==> src/rtl/alu_result_writeback.sv <==
// Write-back stage for the SIMD ALU result bus: accepts one {H,L} result and writes
// L, then optionally H, to the vector register file; also flags per-lane overflow.
module alu_result_writeback #(
    parameter int unsigned LANES  = 16,
    parameter int unsigned LANE_W = 32,
    parameter int unsigned ADDR_W = 5
) (
    input  logic                       clk,
    input  logic                       rst_n,
    input  logic                       res_valid,
    output logic                       res_ready,
    input  logic [2*LANES*LANE_W-1:0]  res_data,
    input  logic [ADDR_W-1:0]          res_dst_lo,
    input  logic [ADDR_W-1:0]          res_dst_hi,
    input  logic                       res_wr_hi,
    output logic                       rf_we,
    output logic [ADDR_W-1:0]          rf_waddr,
    output logic [LANES*LANE_W-1:0]    rf_wdata,
    input  logic                       rf_ready,
    output logic [LANES-1:0]           ovf_mask,
    output logic                       busy,
    output logic                       done
);

    localparam int unsigned DW = LANES * LANE_W;

    typedef enum logic [1:0] {
        IDLE  = 2'd0,
        WR_LO = 2'd1,
        WR_HI = 2'd2
    } state_t;

    state_t              r_state;
    state_t              w_state_nxt;

    logic [DW-1:0]       r_h;
    logic [ADDR_W-1:0]   r_dst_hi;
    logic                r_wr_hi;

    logic                r_rf_we;
    logic [ADDR_W-1:0]   r_rf_waddr;
    logic [DW-1:0]       r_rf_wdata;
    logic [LANES-1:0]    r_ovf_mask;
    logic                r_busy;
    logic                r_done;
    logic                r_res_ready;

    logic                w_accept;
    logic                w_we_nxt;
    logic [ADDR_W-1:0]   w_waddr_nxt;
    logic [DW-1:0]       w_wdata_nxt;
    logic                w_done_nxt;
    logic [LANES-1:0]    w_ovf;

    // A lane overflows when H is not the sign extension of the matching L lane.
    always_comb begin
        w_ovf = '0;
        for (int i = 0; i < int'(LANES); i++) begin
            w_ovf[i] = (res_data[DW + i*LANE_W +: LANE_W] !=
                        {LANE_W{res_data[i*LANE_W + LANE_W - 1]}});
        end
    end

    // Next-state and next-output logic; write outputs hold while the RF stalls.
    always_comb begin
        w_state_nxt = r_state;
        w_accept    = 1'b0;
        w_we_nxt    = r_rf_we;
        w_waddr_nxt = r_rf_waddr;
        w_wdata_nxt = r_rf_wdata;
        w_done_nxt  = 1'b0;

        case (r_state)
            IDLE: begin
                w_we_nxt = 1'b0;
                if (res_valid) begin
                    w_accept    = 1'b1;
                    w_state_nxt = WR_LO;
                    w_we_nxt    = 1'b1;
                    w_waddr_nxt = res_dst_lo;
                    w_wdata_nxt = res_data[DW-1:0];
                end
            end
            WR_LO: begin
                if (rf_ready) begin
                    if (r_wr_hi) begin
                        w_state_nxt = WR_HI;
                        w_waddr_nxt = r_dst_hi;
                        w_wdata_nxt = r_h;
                    end else begin
                        w_state_nxt = IDLE;
                        w_we_nxt    = 1'b0;
                        w_done_nxt  = 1'b1;
                    end
                end
            end
            WR_HI: begin
                if (rf_ready) begin
                    w_state_nxt = IDLE;
                    w_we_nxt    = 1'b0;
                    w_done_nxt  = 1'b1;
                end
            end
            default: begin
                w_state_nxt = IDLE;
                w_we_nxt    = 1'b0;
            end
        endcase
    end

    always_ff @(posedge clk or negedge rst_n) begin
        if (!rst_n) begin
            r_state     <= IDLE;
            r_h         <= '0;
            r_dst_hi    <= '0;
            r_wr_hi     <= 1'b0;
            r_rf_we     <= 1'b0;
            r_rf_waddr  <= '0;
            r_rf_wdata  <= '0;
            r_ovf_mask  <= '0;
            r_busy      <= 1'b0;
            r_done      <= 1'b0;
            r_res_ready <= 1'b1;
        end else begin
            r_state     <= w_state_nxt;
            r_rf_we     <= w_we_nxt;
            r_rf_waddr  <= w_waddr_nxt;
            r_rf_wdata  <= w_wdata_nxt;
            r_done      <= w_done_nxt;
            r_busy      <= (w_state_nxt != IDLE);
            r_res_ready <= (w_state_nxt == IDLE);
            if (w_accept) begin
                r_h        <= res_data[2*DW-1:DW];
                r_dst_hi   <= res_dst_hi;
                r_wr_hi    <= res_wr_hi;
                r_ovf_mask <= w_ovf;
            end
        end
    end

    assign res_ready = r_res_ready;
    assign rf_we     = r_rf_we;
    assign rf_waddr  = r_rf_waddr;
    assign rf_wdata  = r_rf_wdata;
    assign ovf_mask  = r_ovf_mask;
    assign busy      = r_busy;
    assign done      = r_done;

endmodule

==> config.mk <==
export PLATFORM = sky130hd
export DESIGN_NAME = alu_result_writeback
export DESIGN_NICKNAME = d
export VERILOG_FILES = /design/src/rtl/alu_result_writeback.sv
export SDC_FILE = /design/constraint.sdc
export NUM_CORES = 2
export LEC_CHECK = 0
export CAP_MARGIN = 20
export CORE_AREA = 2 2 606 608
export DETAILED_ROUTE_END_ITERATION = 7
export DIE_AREA = 0 0 608 610
export SYNTH_ARGS = -nofsm -noshare
export SYNTH_HDL_FRONTEND = slang
export SYNTH_SLANG_ARGS = --single-unit
==> constraint.sdc <==
create_clock -name clk -period 6.7 [get_ports clk]
set_input_delay 1.34 -clock clk [delete_from_list [all_inputs] [get_ports clk]]
set_output_delay 1.34 -clock clk [all_outputs]
set_load 0.01 [all_outputs]
=== Word level (Yosys, flattened, before mapping) ===
Cells that the tools add are included.

* Equality and inequality tests: 23
* Multiplexer cells: 23
* Reduce and logical (&&, ||, !) cells: 6

{| class="wikitable"
|+ Operator list
! operator !! count
|-
| $mux W512 || 3
|-
| $pmux W512 S2 || 1
|-
| $ne A32 B32 Y1 || 16
|-
| $mux W5 || 3
|-
| $ne A2 B2 Y1 const B || 5
|-
| $pmux W5 S2 || 1
|-
| $mux W1 || 8
|-
| $mux W2 || 4
|-
| $pmux W2 S3 || 1
|-
| $logic_not A2 Y1 || 2
|-
| $reduce_and A4 Y1 || 1
|-
| $reduce_bool A2 Y1 || 2
|-
| $pmux W1 S3 || 1
|-
| $reduce_and A3 Y1 || 1
|-
| $eq A2 B1 Y1 const B || 1
|-
| $eq A2 B2 Y1 const B || 1
|-
| $pmux W1 S2 || 1
|}

* Register bits after elaboration: 1057
* Input port bits: 1039
* Output and inout port bits: 537
* Logic and storage cells: 63

=== Depth between registers and ports, before layout ===
* Depth in word-level cells: 4
* Gate-level depth with buffers: 12
* Gate-level depth less buffers: 6

=== Worst setup path after synthesis ===
Ideal clock, no wire load.

* Path kind: input to register
* Start: input port rf_ready
* End: register r_rf_wdata[432] (netlist: rf_wdata[432])
* Library setup time: 0.132 ns
* Arrival time: 2.535 ns
* Data required time: 6.568 ns
* Path slack: 4.033 ns
* Stages: 9
* Buffers on the path: 5
* Cells stage by stage: inv_1 a2111o_1 buf_2 buf_6 buf_6 buf_6 buf_6 nand2_1 o21ai_1

* Word-level cells in the longest chain between the ends: 2

{| class="wikitable"
|+ RTL lines
! element !! line !! source
|-
| from (decl) || 19 || <nowiki>input logic rf_ready,</nowiki>
|-
| $ne A2 B2 Y1 (no source line) || -- ||
|-
| $reduce_and A4 Y1 (no source line) || -- ||
|-
| to (signal assigned) || 128 || <nowiki>r_rf_wdata <= w_wdata_nxt;</nowiki>
|-
| to (decl) || 42 || <nowiki>logic [DW-1:0] r_rf_wdata;</nowiki>
|}

No other way between the ends.
A chain may end at the register's enable or synchronous reset.

=== Worst setup path after layout ===
* Start: register r_state[1]
* End: register r_rf_wdata[156] (netlist: rf_wdata[156])

* Word-level cells in the longest chain between the ends: 3
* Elaborated cells between the ends (all ways): 8

{| class="wikitable"
|+ RTL lines
! element !! line !! source
|-
| from (decl) || 33 || <nowiki>state_t r_state;</nowiki>
|-
| from (signal assigned) || 125 || <nowiki>r_state <= w_state_nxt;</nowiki>
|-
| $eq A2 B1 Y1 or $logic_not A2 Y1 (tied branches) || 73 || <nowiki>case (r_state)</nowiki>
|-
| $ne A2 B2 Y1 (no source line) or $reduce_bool A2 Y1 (tied branches) || -- ||
|-
| $reduce_and A4 Y1 (no source line) || -- ||
|}

Several ways; a longest one is shown, not always the timed one.

==> results.json <==
{
  "cts_h_tree_depth": 4,
  "maximum_number_of_pins_on_one_net_before_global_route_repair": 152,
  "die_width_um": 608,
  "total_clock_buffers_created_by_cts": 143,
  "timing.hold.worst.class": "reg -> reg",
  "route.vias.total": 43800,
  "hold-path-cell-count": 2,
  "timing.reg2reg.setup_slack_ns": 3.03,
  "timing.clock.skew_ns": 0.0371,
  "rr_endpoint": "rf_wdata[156]",
  "floorplan.initialDensity": 0.128,
  "final_antenna_net_count": 0,
  "wire_length_of_the_first_global_routing_pass_um": 406000,
  "postCtsSetupBuffers": 0,
  "flow.area_growth_from_synthesis_pct": 55.8,
  "buffer_depth_of_the_longest_clock_path": 4,
  "power_leakage_nw": 31.2,
  "final_min_period_over_clock_period": 0.547,
  "firstDrtPassIters": 6,
  "worstRegToRegCells": 6,
  "regToRegStartpoint": "r_state[1]",
  "yosysSeqAreaShare": 0.567,
  "viasPerCell": 3.82,
  "cts_hold_buffers": 0,
  "cp_top_family": "buffers and inverters",
  "final_design_area_no_fill_um2": 72600,
  "finalHoldViolations": 0,
  "design.core.area_um2": 364000,
  "tns_ns": 0,
  "critPathBufInv": 3,
  "fmax_ghz": 0.273,
  "synth_area_leaders": "sky130_fd_sc_hd__dfrtp_1 (57%), sky130_fd_sc_hd__nand2_1 (17%), sky130_fd_sc_hd__mux2i_1 (11%), sky130_fd_sc_hd__o21ai_1 (4.3%), sky130_fd_sc_hd__clkbuf_1 (1.9%)",
  "worstSetupEndpointType": "register",
  "ys.warnings.count": 0,
  "post-route-min-period_ns": 3.67,
  "die-area_um2": 371000,
  "crit_chain": "inv_1, ha_4, buf_4, buf_12, mux2i_1, o21ai_1",
  "crit_path_max_incr_delay_ns": 0.74,
  "fin_nets": 7541,
  "dp_hpwl_um": 260000,
  "syn-instance-count": 5009,
  "drt_iter0_markers": 3551,
  "power.density_nw_per_um2": 509,
  "clockRootBuffer": "sky130_fd_sc_hd__clkbuf_16",
  "edff_count_synth": 0,
  "tritoncts": "built",
  "synth_cell_type_count": 35,
  "num_rows": 222,
  "finalMaxSlewViolations": 0,
  "floorplan.io_pins": 1576,
  "final_cell_count_no_fill": 11500,
  "worstSkewPairLatency_ns": 0.81,
  "netlist.area_leader.share": 0.567,
  "clock-sinks": 1057,
  "place.gp.congestion": 1.03,
  "total_wirelength_of_the_detailed_routed_design_um": 312000,
  "fill_cells": 40300,
  "postSynth.topFlopCell": "sky130_fd_sc_hd__dfrtp_1",
  "critPathRequiredTime_ns": 7.36,
  "cts-resized-gates": 0,
  "syn_area_um2": 46600,
  "setup_violation_total_in_the_final_timing_report": 0,
  "io_port_bufs": 1575,
  "die_h_um": 610,
  "max-vdd-ir-drop_uv": 397,
  "fraction_of_layout_instances_using_a_drive_strength_above_1": 0.0458,
  "drc": 0,
  "start_kind": "register",
  "synth_top_cell_by_area": "sky130_fd_sc_hd__dfrtp_1",
  "mappedNetlistNets": 6054,
  "cap_violations": 0,
  "max_slew.worst_pin.slew_ns": 1.17,
  "arrival_ns": 4.32,
  "proportion_of_register_bits_with_asynchronous_set_or_reset_after_synthesis": 1.00,
  "worst_slew_margin_rel": 0.218,
  "wl_per_cell_um": 27.2,
  "postSynthRegisterBits": 1057,
  "grt-ovfl-total": 0,
  "dpl-instance-area_um2": 67800,
  "globalRouteTotalUtil": 0.161,
  "critical-path-slowest-cell": "sky130_fd_sc_hd__buf_4",
  "run_status": "finished, final reports clean",
  "path_max_fanout": 84,
  "synth_area_per_cell_um2": 9.31,
  "clkSlewWorstSetupHoldPaths_ns": 0.06,
  "dp_cells": 11200,
  "via_count_of_the_first_global_routing_pass": 42600,
  "destination_of_the_worst_hold_path": "r_h[28]",
  "worstHoldStart": "r_h[28]",
  "antenna_found_initial": 105,
  "grt_setup_unrepaired": "false",
  "final.hold.worst_slack_ns": 0.470,
  "critical_path_class": "reg -> reg"
}
[worst reg2reg max path, cell delays in order, from the launching register on]
cell	delay, ns
sky130_fd_sc_hd__dfrtp_1	0.41
sky130_fd_sc_hd__inv_1	0.17
sky130_fd_sc_hd__ha_4	0.51
sky130_fd_sc_hd__buf_4	0.74
sky130_fd_sc_hd__buf_12	0.54
sky130_fd_sc_hd__mux2i_1	1.02
sky130_fd_sc_hd__o21ai_1	0.12
[cell usage after synthesis (all sizes together), types with 2 or more instances]
| cell | count |
|---|---|
| nand2 | 2134 |
| dfrtp | 1056 |
| o21ai | 519 |
| mux2i | 517 |
| clkbuf | 241 |
| nor4 | 80 |
| nor3 | 78 |
| buf | 68 |
| nand4 | 67 |
| nand3 | 63 |
| or4 | 47 |
| or3 | 32 |
| nor2 | 20 |
| a21oi | 19 |
| a31oi | 16 |
| o22ai | 15 |
| o32a | 15 |
| ha | 6 |
| inv | 3 |
| nor2b | 2 |
[cells in the final DEF, fill, tap and decap left out, types with 2 or more instances in the layout]
cell type and instances:
sky130_fd_sc_hd__o22ai_1 15, sky130_fd_sc_hd__o32a_1 15, sky130_fd_sc_hd__clkbuf_8 19, sky130_fd_sc_hd__clkinv_8 3, sky130_fd_sc_hd__clkinvlp_4 6, sky130_fd_sc_hd__or4_1 47
sky130_fd_sc_hd__buf_4 56, sky130_fd_sc_hd__dfrtp_1 1056, sky130_fd_sc_hd__buf_12 20, sky130_fd_sc_hd__clkdlybuf4s50_1 1574, sky130_fd_sc_hd__o21ai_0 119, sky130_fd_sc_hd__diode_2 51
sky130_fd_sc_hd__ha_1 5, sky130_fd_sc_hd__a21oi_1 19, sky130_fd_sc_hd__nor2b_1 2, sky130_fd_sc_hd__clkbuf_16 143, sky130_fd_sc_hd__or3_1 32, sky130_fd_sc_hd__clkinv_2 15
sky130_fd_sc_hd__inv_16 3, sky130_fd_sc_hd__nor3_1 78, sky130_fd_sc_hd__o21ai_1 400, sky130_fd_sc_hd__nand3_1 63, sky130_fd_sc_hd__a31oi_1 16, sky130_fd_sc_hd__inv_6 5
sky130_fd_sc_hd__nand4_1 67, sky130_fd_sc_hd__clkinv_4 6, sky130_fd_sc_hd__inv_1 3, sky130_fd_sc_hd__bufinv_16 15, sky130_fd_sc_hd__clkbuf_1 30, sky130_fd_sc_hd__nand2_1 2133
sky130_fd_sc_hd__nor4_1 80, sky130_fd_sc_hd__nor2_1 20, sky130_fd_sc_hd__mux2i_1 517
[per-stage QoR]
| stage | util | total power [mW] | setup WS [ns] |
|---|---|---|---|
| floorplan | - | 19.8 | 4.03 |
| global placement | 0.186 | 29.1 | 2.35 |
| detailed placement | 0.186 | 29.3 | 2.56 |
| CTS | 0.199 | 37.5 | 2.95 |
| global route | 0.199 | 39.2 | 2.87 |
| finish | 0.199 | 37.0 | 3.03 |
[layout make-up]
type | instances | area (µm²) | area share
sequential | 1057 | 26500 | 0.364
multi-input combinational | 3640 | 18700 | 0.257
timing repair buffer | 1651 | 16600 | 0.228
tap | 4816 | 6030 | 0.0829
clock buffer | 192 | 3950 | 0.0544
clock inverter | 55 | 817 | 0.0112
antenna | 51 | 128 | 0.00176
inverter | 3 | 11.3 | 0.000155
[registers in the layout (all words and copies together) (netlist names)]
signal and flops:
r_wr_hi 1, ovf_mask 16, rf_we 1, rf_wdata 512, rf_waddr 5, r_h 512
r_dst_hi 5, res_ready 1, done 1, busy 1, r_state 2
[power by group]
part	switching (mW)	internal, mW
clock	3.25	4.76
combinational	11.1	6.55
sequential	1.80	9.54
total	16.1	20.8
[how the worst max path moves through the flow]
stage | start | endpoint | slack [ns] | cells after the start
3_3_place_gp | res_data[1008] | ovf_mask[15] | 2.35 | 5
3_5_place_dp | res_valid | rf_wdata[139] | 2.56 | 6
2_1_floorplan | rf_ready | rf_wdata[432] | 4.03 | 9
6_report | r_state[1] | rf_wdata[156] | 3.03 | 6
4_1_cts | r_state[1] | rf_wdata[506] | 2.95 | 6
5_1_grt | r_state[1] | rf_wdata[506] | 2.87 | 6
[kinds of logic (layout without fill, tap and decap cells)]
family                   Yosys count  count (layout)  share of synthesized area
AO/OA/AOI/OAI                    591             591                     0.0665
adder cells (fa/ha/maj)            6               6                    0.00161
buffers and inverters            312            1901                     0.0328
flip-flops                      1057            1057                      0.567
multiplexers                     518             518                      0.111
other                              0              51                          0
AND/OR/NAND/NOR                 2525            2525                      0.221
[routing by layer]
metal  part of all wire  track usage  wire (µm)
met4              0.048       0.0620      15000
met3               0.10       0.0675      31400
met5             0.0010            0        326
met2               0.46        0.267     144000
met1               0.39        0.184     120000
No activity file was read; power rests on OpenSTA's default activity.
